**config.mk**
```make
export PLATFORM = sky130hd
export DESIGN_NAME = traffic_ctrl_n
export DESIGN_NICKNAME = d
export VERILOG_FILES = /design/src/rtl/traffic_pkg.sv /design/src/rtl/traffic_ctrl_n_rr_pick.sv /design/src/rtl/traffic_ctrl_n.sv
export SDC_FILE = /design/constraint.sdc
export NUM_CORES = 1
export LEC_CHECK = 0
export ABC_AREA = 1
export CAP_MARGIN = 15
export CORE_ASPECT_RATIO = 1.25
export CORE_MARGIN = 2
export CORE_UTILIZATION = 53
export DETAILED_ROUTE_END_ITERATION = 6
export GPL_TIMING_DRIVEN = 0
export PLACE_DENSITY = 0.79
export SLEW_MARGIN = 15
export SYNTH_ARGS = -nofsm -noshare
export SYNTH_HDL_FRONTEND = slang
export SYNTH_HIERARCHICAL = 1
export SYNTH_SLANG_ARGS = --single-unit
```
**constraint.sdc**
```tcl
create_clock -name clk -period 2.69 [get_ports clk]
set_clock_uncertainty 0.15 [all_clocks]
set_input_delay 0.269 -clock clk [delete_from_list [all_inputs] [get_ports clk]]
set_output_delay 0.269 -clock clk [all_outputs]
set_load 0.03 [all_outputs]
```
**src/rtl/traffic_pkg.sv**
```systemverilog
// Shared types for the N-road traffic controller family: phase encoding and lamp levels.
package traffic_pkg;

    typedef enum logic [1:0] {
        PH_ALLRED = 2'b00,
        PH_GREEN  = 2'b01,
        PH_YELLOW = 2'b10
    } phase_t;

    localparam logic LAMP_ON  = 1'b1;
    localparam logic LAMP_OFF = 1'b0;

endpackage

```
**src/rtl/traffic_ctrl_n_rr_pick.sv**
```systemverilog
// Combinational round-robin picker: first requester after i_last_idx, wrapping,
// with i_last_idx itself considered last.
module rr_pick #(
    parameter  int NUM_ROADS = 3,
    localparam int IDX_W     = (NUM_ROADS > 1) ? $clog2(NUM_ROADS) : 1
) (
    input  logic [NUM_ROADS-1:0] i_req,
    input  logic [IDX_W-1:0]     i_last_idx,
    output logic                 o_valid,
    output logic [IDX_W-1:0]     o_next_idx
);

    int               w_cand;
    logic [IDX_W-1:0] w_idx;

    // Walk offsets from farthest to nearest so the nearest requester wins.
    always_comb begin
        o_valid    = 1'b0;
        o_next_idx = i_last_idx;
        w_cand     = 0;
        w_idx      = '0;
        for (int k = NUM_ROADS; k >= 1; k--) begin
            w_cand = (int'(i_last_idx) + k) % NUM_ROADS;
            w_idx  = IDX_W'(w_cand);
            if (i_req[w_idx]) begin
                o_valid    = 1'b1;
                o_next_idx = w_idx;
            end
        end
    end

endmodule

```
**src/rtl/traffic_ctrl_n.sv**
```systemverilog
// Demand-actuated N-road traffic-light controller; one road green at a time,
// phase durations counted in tick_en strobes.
//
//   state      | meaning
//   PH_ALLRED  | clearance; every road red, grant decided at expiry
//   PH_GREEN   | active_road green, all others red
//   PH_YELLOW  | active_road yellow, all others red
module traffic_ctrl_n
    import traffic_pkg::*;
#(
    parameter  int NUM_ROADS    = 3,
    parameter  int GREEN_TICKS  = 5,
    parameter  int YELLOW_TICKS = 2,
    parameter  int ALLRED_TICKS = 1,
    parameter  int CNT_W        = 8,
    localparam int IDX_W        = (NUM_ROADS > 1) ? $clog2(NUM_ROADS) : 1
) (
    input  logic                 clk,
    input  logic                 reset,
    input  logic                 tick_en,
    input  logic [NUM_ROADS-1:0] demand,
    output logic [NUM_ROADS-1:0] red,
    output logic [NUM_ROADS-1:0] yellow,
    output logic [NUM_ROADS-1:0] green,
    output logic [IDX_W-1:0]     active_road,
    output logic [1:0]           phase
);

    localparam logic [CNT_W-1:0] LD_GREEN  = CNT_W'(GREEN_TICKS - 1);
    localparam logic [CNT_W-1:0] LD_YELLOW = CNT_W'(YELLOW_TICKS - 1);
    localparam logic [CNT_W-1:0] LD_ALLRED = CNT_W'(ALLRED_TICKS - 1);
    localparam logic [IDX_W-1:0] LAST_ROAD = IDX_W'(NUM_ROADS - 1);

    phase_t             r_phase;
    logic [CNT_W-1:0]   r_cnt;
    logic [IDX_W-1:0]   r_active;
    logic               w_pick_valid;
    logic [IDX_W-1:0]   w_pick_idx;

    rr_pick #(.NUM_ROADS(NUM_ROADS)) u_pick (
        .i_req      (demand),
        .i_last_idx (r_active),
        .o_valid    (w_pick_valid),
        .o_next_idx (w_pick_idx)
    );

    always_ff @(posedge clk or posedge reset) begin
        if (reset) begin
            r_phase  <= PH_ALLRED;
            r_cnt    <= LD_ALLRED;
            r_active <= LAST_ROAD;
        end else begin
            case (r_phase)
                PH_ALLRED: begin
                    if (tick_en) begin
                        if (r_cnt != '0) begin
                            r_cnt <= r_cnt - 1'b1;
                        end else if (w_pick_valid) begin
                            r_phase  <= PH_GREEN;
                            r_cnt    <= LD_GREEN;
                            r_active <= w_pick_idx;
                        end
                    end
                end
                PH_GREEN: begin
                    if (tick_en) begin
                        if (r_cnt != '0) begin
                            r_cnt <= r_cnt - 1'b1;
                        end else begin
                            r_phase <= PH_YELLOW;
                            r_cnt   <= LD_YELLOW;
                        end
                    end
                end
                PH_YELLOW: begin
                    if (tick_en) begin
                        if (r_cnt != '0) begin
                            r_cnt <= r_cnt - 1'b1;
                        end else begin
                            r_phase <= PH_ALLRED;
                            r_cnt   <= LD_ALLRED;
                        end
                    end
                end
                // Corrupted encoding recovers on the next edge regardless of tick_en.
                default: begin
                    r_phase <= PH_ALLRED;
                    r_cnt   <= LD_ALLRED;
                end
            endcase
        end
    end

    always_comb begin
        red    = {NUM_ROADS{LAMP_ON}};
        yellow = {NUM_ROADS{LAMP_OFF}};
        green  = {NUM_ROADS{LAMP_OFF}};
        case (r_phase)
            PH_GREEN: begin
                red[r_active]   = LAMP_OFF;
                green[r_active] = LAMP_ON;
            end
            PH_YELLOW: begin
                red[r_active]    = LAMP_OFF;
                yellow[r_active] = LAMP_ON;
            end
            default: ;
        endcase
    end

    assign active_road = r_active;
    assign phase       = r_phase;

endmodule

```
==> impl_results.md <==
* CP required at 2.73 ns
* Post-CTS setup buffers at 0
* CTS Buffer Depth at 2
* Input/output buffers at 18
* MaxCap Viol Count at 0
* Post-Route M1 WL at 1.05 mm
* Final Instance Area at 0.00139 sq mm
* GR Overflow Total at 0
* Setup TNS at 0 ns
* Met2 routed WL at 1.36 mm
* Crit Path Class: flip-flop to flip-flop
* DP Area at ~0.0014 sq mm
* Least-Margin Pin Slew at 0.459 ns
* Reg2Reg Depth at 14
* Final min period at 2.40 ns
* Worst vdd ir at 0.853 mV
* Max incr delay on CP at 0.45 ns
* Worst-path clk slew at 0.09 ns
* Initial Util at approximately 57%
* Die area at 0.00257 sq mm
* Area contributors post-synth: dfrtp_1, nand2_1, ha_1
* Met3 wire length at roughly 94 um
* Top Metal Used: met4
* First-pass GRT wire length at 4.32 mm
* Main synth FF type: dfrtp_1
* Share of layout cells above drive strength 1 at 14.4%
* Outcome: complete, no violations
* Post-synthesis cell area at 0.00115 sq mm
* Area of the core at 0.00203 sq mm
* Routed Antenna Nets at 0
* Number of flops mapped to enable cells by yosys at 0
* Worst EP arrival at ~2.4 ns
* Total Routing Usage GR at 21.8%
* Htree depth at 1
* Area share of the largest cell type after synthesis at roughly a quarter
* Critical path cell sequence: inv_1, ha_1, inv_2, nor2_2, nor2_1, o21ai_2, nand2_2, nor2_2, nand2_1, nor2_1, nand2_2, nand2_4, nand2_1, o21ai_2
* Clock latency on the worst-skew pair at 0.27 ns
* Area delta synth->final at 20.2%
* Leak at 0.699 nW
* Syn Area/Cell at 6.68 sq um
* CTS Buf Count at 3
* Post-route DRC violation count at 0
* Slew headroom at a little over two thirds
* GP Congestion at 0.858
* Initial antenna violation count at 0
* Worst setup EP type: flip-flop
* Area leader, netlist: dfrtp_1
* Synth Instances at 173
* Ant. Diodes at 0
* Sequential area share after synthesis at 26.1%
* CP max FO at 9
* Crit share post-route at 89.3%
* Via count at 1142
* Synth Register Bits at 12
* F_max at ~420 MHz
* Post-CTS Resized at 0
* CTS Hold Bufs at 0
* Io pins at 19
* Drt pass-1 iters at 5
* Vias in the first global route at 1070
* Post-DP HPWL at 2.02 mm
* Element type at the critical path start: flip-flop
* Root buffer cell: clkbuf_4
* Pin count of the biggest net entering global routing at 13
* Count of final setup violators at 0
* Most common cell after layout, fill and taps aside: nand2_1
* CP max-delay cell: dfrtp_2
* Slew Limit Fails at 0
* Die Height at between 50 and 60 um
* Final nets at 212
* Total wire length at 2.54 mm
* Final count of hold timing violations at 0
* Power per cell area at 1240 mW/mm^2
* Syn_nets at 189
* Avg Vias per Cell at between 5 and 6
* Netlist cell types at 24
* Detailed-route wire length per cell at 11.8 um
* Num Clock Sinks at 12
* Rows at 18
* Most frequent cells in the layout: nand2_1, inv_1, nor2_1, clkdlybuf4s50_1, nand3_1
* 1st-iter DRT viols at 12
* CTS tree: built
* Hold Path Class: input pin to async pin
* FFs w/ async S/R, synth at 100%
* Unrepaired setup endpoints after global routing: false
* Die Wd at 45.8 um
* Ys Warns at 6
==> per-stage QoR <==
step | cells | worst slack (ns) | utilization, % | total power, W | hold slack [ns]
2_1_floorplan | 173 | 0.378 | - | 0.00130 | -0.0170
3_3_place_gp | 211 | 0.376 | 67.1 | 0.00154 | 0.315
5_1_grt | 215 | 0.0825 | 68.5 | 0.00189 | 0.190
3_5_place_dp | 211 | 0.260 | 67.1 | 0.00159 | 0.319
4_1_cts | 215 | 0.197 | 68.4 | 0.00172 | 0.179
6_report | 215 | 0.287 | 68.5 | 0.00171 | 0.156
==> path summary, 6_finish.rpt <==
path,startpoint,end,slack (ns)
worst min-delay path,reset,phase[1],0.16
worst max-delay path,active_road[0],r_cnt[5],0.29
worst max register to register,active_road[0],r_cnt[5],0.29
min in group clk,r_cnt[0],r_cnt[0],0.33
max in group asynchronous,reset,active_road[1],1.87
worst min register to register,r_cnt[0],r_cnt[0],0.33
==> synth_stat cells, types with 2 or more instances <==
cell type,number
ha_1,10
a21oi_2,2
dfrtp_1,11
nand2_1,48
o21ai_1,4
nand2_2,5
nand4_1,3
o21ai_2,5
nand2_4,2
nor2_1,21
nor2_2,4
o21ai_0,3
nand3_1,13
inv_1,27
a21oi_1,2
inv_2,3
xor2_1,3
==> power breakdown <==
group,leakage [nW],switching [W],internal [W]
Clock,0.0150,0.0000599,0.0000572
Combinational,0.533,0.000792,0.000445
Sequential,0.151,0.0000991,0.000261
==> cells by family after synthesis <==
logic type / synth area share, %
xor+xnor: 3.03
flops: 26.1
fa+ha+maj: 10.8
simple gates: 39.8
buf+inv: 9.75
compound gates: 10.5
==> worst max-delay path: cells and delay by family, from the launching register on <==
| family | cells | cell delay (ns) |
|---|---|---|
| compound gates | 2 | 0.14 |
| fa+ha+maj | 1 | 0.37 |
| buf+inv | 2 | 0.19 |
| flops | 1 | 0.45 |
| simple gates | 9 | 1.01 |
==> state kept, by name, summed over array words and instances, names as in the netlist <==
name and count:
active_road 2, r_cnt 8, phase 2
==> layout make-up <==
type                       count  area (sq um)
multi-input combinational    131           741
fill                         167           639
tap                           20          25.0
sequential                    12           303
inverter                      30           113
timing repair buffer          18           180
clock buffer                   4          26.3
==> layer usage <==
layer	GRT usage [%]	vias to the layer above
met5	0	-
met4	8.16	0
met3	2.60	2
met2	39.4	29
met1	24.5	526
li1	-	585
Note: power is estimated with default switching activity, not from simulation.
